$ cat src/rtl/fdivsqrt_ctrl_if.sv
// Handshake bundle between the Execute stage and the divide/sqrt control FSM.
// The slave modport is the controller side; the master modport is the pipeline side.
interface fdivsqrt_ctrl_if #(
    parameter int FMTBITS = 2
);
    logic               FDivStartE;
    logic               SqrtE;
    logic [FMTBITS-1:0] FmtE;
    logic               XsE;
    logic               XZeroE;
    logic               YZeroE;
    logic               XInfE;
    logic               YInfE;
    logic               XNaNE;
    logic               YNaNE;
    logic               WZeroE;
    logic               FlushE;
    logic               StallM;
    logic               IterEnE;
    logic               IFDivStartE;
    logic               FDivBusyE;
    logic               FDivDoneE;
    logic               SpecialCaseM;

    modport master (
        output FDivStartE, SqrtE, FmtE, XsE, XZeroE, YZeroE, XInfE, YInfE,
               XNaNE, YNaNE, WZeroE, FlushE, StallM,
        input  IterEnE, IFDivStartE, FDivBusyE, FDivDoneE, SpecialCaseM
    );

    modport slave (
        input  FDivStartE, SqrtE, FmtE, XsE, XZeroE, YZeroE, XInfE, YInfE,
               XNaNE, YNaNE, WZeroE, FlushE, StallM,
        output IterEnE, IFDivStartE, FDivBusyE, FDivDoneE, SpecialCaseM
    );
endinterface

$ cat src/rtl/fdivsqrt_ctrl.sv
// Control FSM for the iterative divide/sqrt recurrence: special-case bypass,
// per-format iteration count, early exit on zero residual, and stall/flush handling.
module fdivsqrt_ctrl #(
    parameter int NF        = 52,
    parameter int FMTBITS   = 2,
    parameter int LOGR      = 1,
    parameter int DIVCOPIES = 4,
    parameter int CNTW      = 6
) (
    input  logic            clk,
    input  logic            reset,
    fdivsqrt_ctrl_if.slave  bus
);
    localparam int BITS_PER_CYCLE = LOGR * DIVCOPIES;

    // ceil((nf + 3) / bits_per_cycle): fraction plus guard/integer bits
    function automatic logic [CNTW-1:0] iter_cycles(input int nf);
        return CNTW'((nf + 3 + BITS_PER_CYCLE - 1) / BITS_PER_CYCLE);
    endfunction

    localparam logic [CNTW-1:0] CYC_SINGLE = iter_cycles(23);
    localparam logic [CNTW-1:0] CYC_DOUBLE = iter_cycles(NF);
    localparam logic [CNTW-1:0] CYC_HALF   = iter_cycles(10);
    localparam logic [CNTW-1:0] CYC_QUAD   = iter_cycles(112);

    localparam logic [1:0] S_IDLE = 2'd0;
    localparam logic [1:0] S_BUSY = 2'd1;
    localparam logic [1:0] S_DONE = 2'd2;

    logic [1:0]      state;
    logic [1:0]      state_n;
    logic [CNTW-1:0] cnt;
    logic [CNTW-1:0] cycles;
    logic            special;
    logic            special_q;
    logic            start_ok;
    logic            iter_en;

    always_comb begin
        cycles = CYC_DOUBLE;
        case (bus.FmtE)
            FMTBITS'(0): cycles = CYC_SINGLE;
            FMTBITS'(1): cycles = CYC_DOUBLE;
            FMTBITS'(2): cycles = CYC_HALF;
            default:     cycles = CYC_QUAD;
        endcase
    end

    // Negative non-zero radicand is a NaN result, so it bypasses the recurrence too
    always_comb begin
        if (bus.SqrtE)
            special = bus.XNaNE | bus.XInfE | bus.XZeroE | (bus.XsE & ~bus.XZeroE);
        else
            special = bus.XNaNE | bus.YNaNE | bus.XInfE | bus.YInfE |
                      bus.XZeroE | bus.YZeroE;
    end

    assign start_ok = (state == S_IDLE) & bus.FDivStartE & ~bus.FlushE;
    assign iter_en  = (state == S_BUSY) & ~bus.FlushE;

    always_comb begin
        state_n = state;
        if (bus.FlushE) begin
            state_n = S_IDLE;
        end else begin
            case (state)
                S_IDLE:  if (bus.FDivStartE) state_n = special ? S_DONE : S_BUSY;
                S_BUSY:  if ((cnt == '0) || bus.WZeroE) state_n = S_DONE;
                S_DONE:  if (!bus.StallM) state_n = S_IDLE;
                default: state_n = S_IDLE;
            endcase
        end
    end

    always_ff @(posedge clk) begin
        if (reset) begin
            state     <= S_IDLE;
            cnt       <= '0;
            special_q <= 1'b0;
        end else begin
            state <= state_n;
            if (start_ok) begin
                special_q <= special;
                if (!special)
                    cnt <= cycles - CNTW'(1);
            end else if (iter_en && (cnt != '0)) begin
                cnt <= cnt - CNTW'(1);
            end
        end
    end

    // Combinational outputs are forced low while reset is held
    assign bus.IterEnE      = ~reset & iter_en;
    assign bus.IFDivStartE  = ~reset & start_ok & ~special;
    assign bus.FDivBusyE    = ~reset & ((state == S_BUSY) | start_ok);
    assign bus.FDivDoneE    = ~reset & (state == S_DONE);
    assign bus.SpecialCaseM = special_q;
endmodule

$ cat src/flat_wrapper.sv
// flat-port wrapper written by rule: the top's interface ports become plain ports
module fdivsqrt_ctrl_flat 
#(
    parameter int NF        = 52,
    parameter int FMTBITS   = 2,
    parameter int LOGR      = 1,
    parameter int DIVCOPIES = 4,
    parameter int CNTW      = 6
)
  (clk, reset, bus_FDivStartE, bus_SqrtE, bus_FmtE, bus_XsE, bus_XZeroE, bus_YZeroE, bus_XInfE, bus_YInfE, bus_XNaNE, bus_YNaNE, bus_WZeroE, bus_FlushE, bus_StallM, bus_IterEnE, bus_IFDivStartE, bus_FDivBusyE, bus_FDivDoneE, bus_SpecialCaseM);
  fdivsqrt_ctrl_if #(.FMTBITS(FMTBITS)) bus_i ();
  input  logic clk;
  input  logic reset;
  input wire logic [$bits(bus_i.FDivStartE)-1:0] bus_FDivStartE;
  input wire logic [$bits(bus_i.SqrtE)-1:0] bus_SqrtE;
  input wire logic [$bits(bus_i.FmtE)-1:0] bus_FmtE;
  input wire logic [$bits(bus_i.XsE)-1:0] bus_XsE;
  input wire logic [$bits(bus_i.XZeroE)-1:0] bus_XZeroE;
  input wire logic [$bits(bus_i.YZeroE)-1:0] bus_YZeroE;
  input wire logic [$bits(bus_i.XInfE)-1:0] bus_XInfE;
  input wire logic [$bits(bus_i.YInfE)-1:0] bus_YInfE;
  input wire logic [$bits(bus_i.XNaNE)-1:0] bus_XNaNE;
  input wire logic [$bits(bus_i.YNaNE)-1:0] bus_YNaNE;
  input wire logic [$bits(bus_i.WZeroE)-1:0] bus_WZeroE;
  input wire logic [$bits(bus_i.FlushE)-1:0] bus_FlushE;
  input wire logic [$bits(bus_i.StallM)-1:0] bus_StallM;
  output wire logic [$bits(bus_i.IterEnE)-1:0] bus_IterEnE;
  output wire logic [$bits(bus_i.IFDivStartE)-1:0] bus_IFDivStartE;
  output wire logic [$bits(bus_i.FDivBusyE)-1:0] bus_FDivBusyE;
  output wire logic [$bits(bus_i.FDivDoneE)-1:0] bus_FDivDoneE;
  output wire logic [$bits(bus_i.SpecialCaseM)-1:0] bus_SpecialCaseM;
  assign bus_i.FDivStartE = bus_FDivStartE;
  assign bus_i.SqrtE = bus_SqrtE;
  assign bus_i.FmtE = bus_FmtE;
  assign bus_i.XsE = bus_XsE;
  assign bus_i.XZeroE = bus_XZeroE;
  assign bus_i.YZeroE = bus_YZeroE;
  assign bus_i.XInfE = bus_XInfE;
  assign bus_i.YInfE = bus_YInfE;
  assign bus_i.XNaNE = bus_XNaNE;
  assign bus_i.YNaNE = bus_YNaNE;
  assign bus_i.WZeroE = bus_WZeroE;
  assign bus_i.FlushE = bus_FlushE;
  assign bus_i.StallM = bus_StallM;
  assign bus_IterEnE = bus_i.IterEnE;
  assign bus_IFDivStartE = bus_i.IFDivStartE;
  assign bus_FDivBusyE = bus_i.FDivBusyE;
  assign bus_FDivDoneE = bus_i.FDivDoneE;
  assign bus_SpecialCaseM = bus_i.SpecialCaseM;
  fdivsqrt_ctrl #(.NF(NF), .FMTBITS(FMTBITS), .LOGR(LOGR), .DIVCOPIES(DIVCOPIES), .CNTW(CNTW)) u_core (.clk(clk), .reset(reset), .bus(bus_i));
endmodule
$ cat config.mk
export PLATFORM = sky130hd
export DESIGN_NAME = fdivsqrt_ctrl_flat
export DESIGN_NICKNAME = d
export VERILOG_FILES = /design/src/rtl/fdivsqrt_ctrl_if.sv /design/src/rtl/fdivsqrt_ctrl.sv /design/src/flat_wrapper.sv
export SDC_FILE = /design/constraint.sdc
export NUM_CORES = 1
export LEC_CHECK = 0
export ABC_CLOCK_PERIOD_IN_PS = 2500
export CAP_MARGIN = 25
export CORE_MARGIN = 2
export CORE_UTILIZATION = 40
export DETAILED_ROUTE_END_ITERATION = 7
export PLACE_DENSITY = 0.7
export SLEW_MARGIN = 10
export SYNTH_ARGS = -nofsm -noshare
export SYNTH_HDL_FRONTEND = slang
export SYNTH_SLANG_ARGS = --single-unit
$ cat constraint.sdc
create_clock -name clk -period 2.5 [get_ports clk]
set_clock_uncertainty 0.1 [all_clocks]
set_input_delay 0.5 -clock clk [delete_from_list [all_inputs] [get_ports clk]]
set_output_delay 0.5 -clock clk [all_outputs]
set_load 0.1 [all_outputs]
Word level (Yosys, flattened, before mapping)
Cells that the tools add are included.
Widths: inputs -> output; s select.
{"block": "word_totals", "ff_bits": 9, "out_inout_bits": 5}
{"block": "classes", "addsub": 2, "n_eq_ne": 8, "muxes": 10, "bitwise_logic": 22, "n_reduce_logical": 10}
{"op": "$mux 6", "n": 3}
{"op": "$pmux 5 s3", "n": 1}
{"op": "$and 1x1->1", "n": 9}
{"op": "$or 1x1->1", "n": 9}
{"op": "$mux 2", "n": 4}
{"op": "$ne 2x2->1 const B", "n": 4}
{"op": "$logic_not 6->1", "n": 1}
{"op": "$pmux 2 s3", "n": 1}
{"op": "$reduce_bool 6->1", "n": 1}
{"op": "$sub 5x1->6 const B", "n": 1}
{"op": "$sub 6x1->6 const B", "n": 1}
{"op": "$eq 2x1->1 const B", "n": 2}
{"op": "$eq 2x2->1 const B", "n": 2}
{"op": "$logic_not 2->1", "n": 2}
{"op": "$not 1->1", "n": 4}
{"op": "$reduce_and 3->1", "n": 1}
{"op": "$reduce_and 2->1", "n": 1}
{"op": "$reduce_bool 2->1", "n": 1}
{"op": "$reduce_or 2->1", "n": 1}
{"op": "$logic_and 1x1->1", "n": 1}
{"op": "$logic_or 1x1->1", "n": 1}
{"op": "$mux 1", "n": 1}

Longest topological paths before layout
{"block": "depth", "word_depth": 9, "ltp_mapped": 9, "depth_no_buf": 9}

Least setup slack after synthesis
No wires, ideal clock.
{"block": "synth_path", "path_kind": "input to output", "from": "input reset", "to": "output bus_IterEnE", "arrival_time_ns": 2.812, "required_time_ns": 1.900, "slack_ns": -0.912, "path_stages": 2, "path_buffers": 1, "path_cell_list": "buf_1 > nor3_1"}
{"block": "synth_via", "elab_chain_cells": 2}
{"element": "from (decl)", "line_no": "flat_wrapper.sv:13", "text": "input logic reset;"}
{"element": "$not 1->1", "line_no": "fdivsqrt_ctrl.sv:93", "text": "assign bus.IterEnE = ~reset & iter_en;"}
{"element": "$and 1x1->1", "line_no": "fdivsqrt_ctrl.sv:93"}
{"element": "to (decl)", "line_no": "flat_wrapper.sv:27", "text": "output wire logic [$bits(bus_i.IterEnE)-1:0] bus_IterEnE;"}
Every way passes these cells.

Worst setup path after layout
{"block": "layout_path", "from": "input bus_SqrtE", "to": "output bus_IFDivStartE"}
{"block": "layout_via", "elab_chain_cells": 3}
{"element": "from (decl)", "line_no": "flat_wrapper.sv:15", "text": "input wire logic [$bits(bus_i.SqrtE)-1:0] bus_SqrtE;"}
{"element": "$mux 1", "line_no": "fdivsqrt_ctrl.sv:51", "text": "if (bus.SqrtE)"}
{"element": "$not 1->1", "line_no": "fdivsqrt_ctrl.sv:94", "text": "assign bus.IFDivStartE = ~reset & start_ok & ~special;"}
{"element": "$and 1x1->1", "line_no": "fdivsqrt_ctrl.sv:94"}
{"element": "to (decl)", "line_no": "flat_wrapper.sv:28", "text": "output wire logic [$bits(bus_i.IFDivStartE)-1:0] bus_IFDivStartE;"}
Every way passes these cells.

==> out/metrics.yaml <==
status: "complete, no violations"
pin_count: 21
yosys.area.top_type_share: 0.260
cts-root-buf: "clkbuf_4"
numCtsBuffers: 3
final_cell_mix: "buf_4, clkdlybuf4s50_1, nor2_1"
nets: 134
power_uw: 390
nFillCells: 140
layoutNonFillerInstCount: 130
wl_um: 1890
dpl_cell_area_mm2: 0.00103
drive_gt1_frac: 0.292
ir_drop_mv: 0.187
synth_edf_count: 0
critPathKind: "in2out"
avgRoutedWirePerCell_um: 14.6
yosysTopAreaCell: "dfxtp_1"
gp_congestion: 0.835
die_w_um: 45.6
slew_headroom: 0.645
worst_slew_pin_slew_ns: 0.528
drt_iter0_drc: 31
syn_inst: 79
drt_pass1_iterations: 4
setup_violations: 0
worstPathMaxFanout: 2
synthArstFlopShare: 0
core_mm2: 0.00167
vias: 758
ys_seq_area_frac: 0.260
layout_commonest_cell: "buf_4"
die-height_um: 45.6
ys_ff_latch: 9
netlist_area_um2: 692
portBuffers: 20
stdcell_area_mm2: 0.00111
grt_antenna_before_repair: 0
grt_max_degree: 12
min_path_type: "reg2reg"
dpl.hpwl_um: 1470
grt_pass1_vias: 712
endpoint_kind: "output port"
p_per_area_mw_per_mm2: 350
yosysUniqueCellTypes: 34
drv_cap: 0
route.detailed.drc: 0
clock-sinks: 9
required_ns: 1.90
rows: 15
fin_crit_sh: 0.973
syn-num-nets: 99
yosys-top-cells-area: "dfxtp_1, ha_1, nor2_1"
start_util: 0.414
diodes: 0
ys.flop_type: "dfxtp_1"
clk_pin_slew_ns: 0.07
finish.utilization: 0.667
grt_overflow: 0
syn_to_final_growth_pct: 60.9
slew_violations: 0
ys_warn_count: 0
power.leakage_nw: 0.469
cp.arrival_ns: 1.83
dp.cells: 123
min_period_ns: 2.43
fmax_mhz: 411
die_area_mm2: 0.00208
htreeDepth: 1
start_kind: "primary input"
synth.avg_cell_area_um2: 8.76
hold_viol_final: 0
track_usage: 0.200
rsz0062_at_grt: "no"
grt_pass1_wl_um: 3070
viasPerCell: 5.83
cts_tree: "built"
clk_latency_ns: 0.27
timing.hold.ws_ns: 0.404
ant_nets: 0
clock_path_buffers: 2
[state kept, by name, indices dropped and copies added, names as in the netlist]
signal / cells
u_core.state: 2
u_core.cnt: 6
u_core.bus.SpecialCaseM: 1
[cell type report]
class,instances,area [um2],share of cell area
multi-input combinational,62,522,0.469
clock buffer,4,26.3,0.0236
timing repair buffer,32,342,0.307
sequential,9,180,0.162
inverter,6,22.5,0.0202
tap,17,21.3,0.0191
[stage by stage]
step | setup WS (ns) | setup TNS [ns]
CTS | 0.0150 | 0
floorplan | -0.0942 | -0.157
detailed placement | -0.181 | -0.483
global placement | -0.127 | -0.314
global route | 0.00389 | 0
finish | 0.0679 | 0
[synth_stat cells, types with 2 or more instances]
cell type  number
nand4_1         2
o32ai_2         2
or3_1           2
nor3_1          8
nor2_1         11
nand2_1         3
a21oi_1         6
dfxtp_1         9
nor3b_1         2
o31ai_1         2
inv_1           6
ha_1            4
[logic make-up after synthesis]
logic type / count (synthesis) / share of synthesized area
simple gates: 35 / 0.291
compound gates: 22 / 0.316
flops: 9 / 0.260
buf+inv: 8 / 0.0434
fa+ha+maj: 4 / 0.0723
mux: 1 / 0.0163
[power by group]
| part | switching [mW] | leakage, nW | internal, mW |
|---|---|---|---|
| Clock | 0.0584 | 0.0150 | 0.0617 |
| Sequential | 0.00384 | 0.0729 | 0.146 |
| Combinational | 0.0621 | 0.382 | 0.0573 |
[per-layer routing]
metal,routed length [um],part of all wire,vias up,global-route usage
li1,-,-,373,-
met2,967,0.51,27,0.296
met1,851,0.45,356,0.280
met4,14,0.0074,0,0.0941
met5,0,0,-,0
met3,61,0.032,2,0.0317
[worst max-delay path: stages]
cell             delay, ns
clkdlybuf4s50_1       0.46
a2111oi_4             0.30
buf_4                 0.17
o211ai_4              0.09
nor2_4                0.14
buf_12                0.18
[final timing paths]
check                                            start                                    to  slack, ns  cells after the start
hold reg to reg   u_core.bus.SpecialCaseM$_SDFFE_PP0N_  u_core.bus.SpecialCaseM$_SDFFE_PP0N_       0.40                      2
setup / recovery                             bus_SqrtE                       bus_IFDivStartE       0.07                      6
hold / removal    u_core.bus.SpecialCaseM$_SDFFE_PP0N_  u_core.bus.SpecialCaseM$_SDFFE_PP0N_       0.40                      2
setup reg to reg          u_core.state[1]$_SDFFE_PP0P_            u_core.cnt[2]$_SDFFE_PP0P_       0.39                      7
[what timing repair did]
| item | in CTS | in global routing |
|---|---|---|
| buffers inserted | 1 | 2 |
| hold buffers | 0 | 0 |
| pin swaps | 0 | 3 |
| cloned | 0 | 0 |
| setup endpoints to repair | 2 | 2 |
| hold endpoints to repair | 0 | 0 |
| resized for setup | 2 | 6 |
Note: power is estimated with default switching activity, not from simulation.
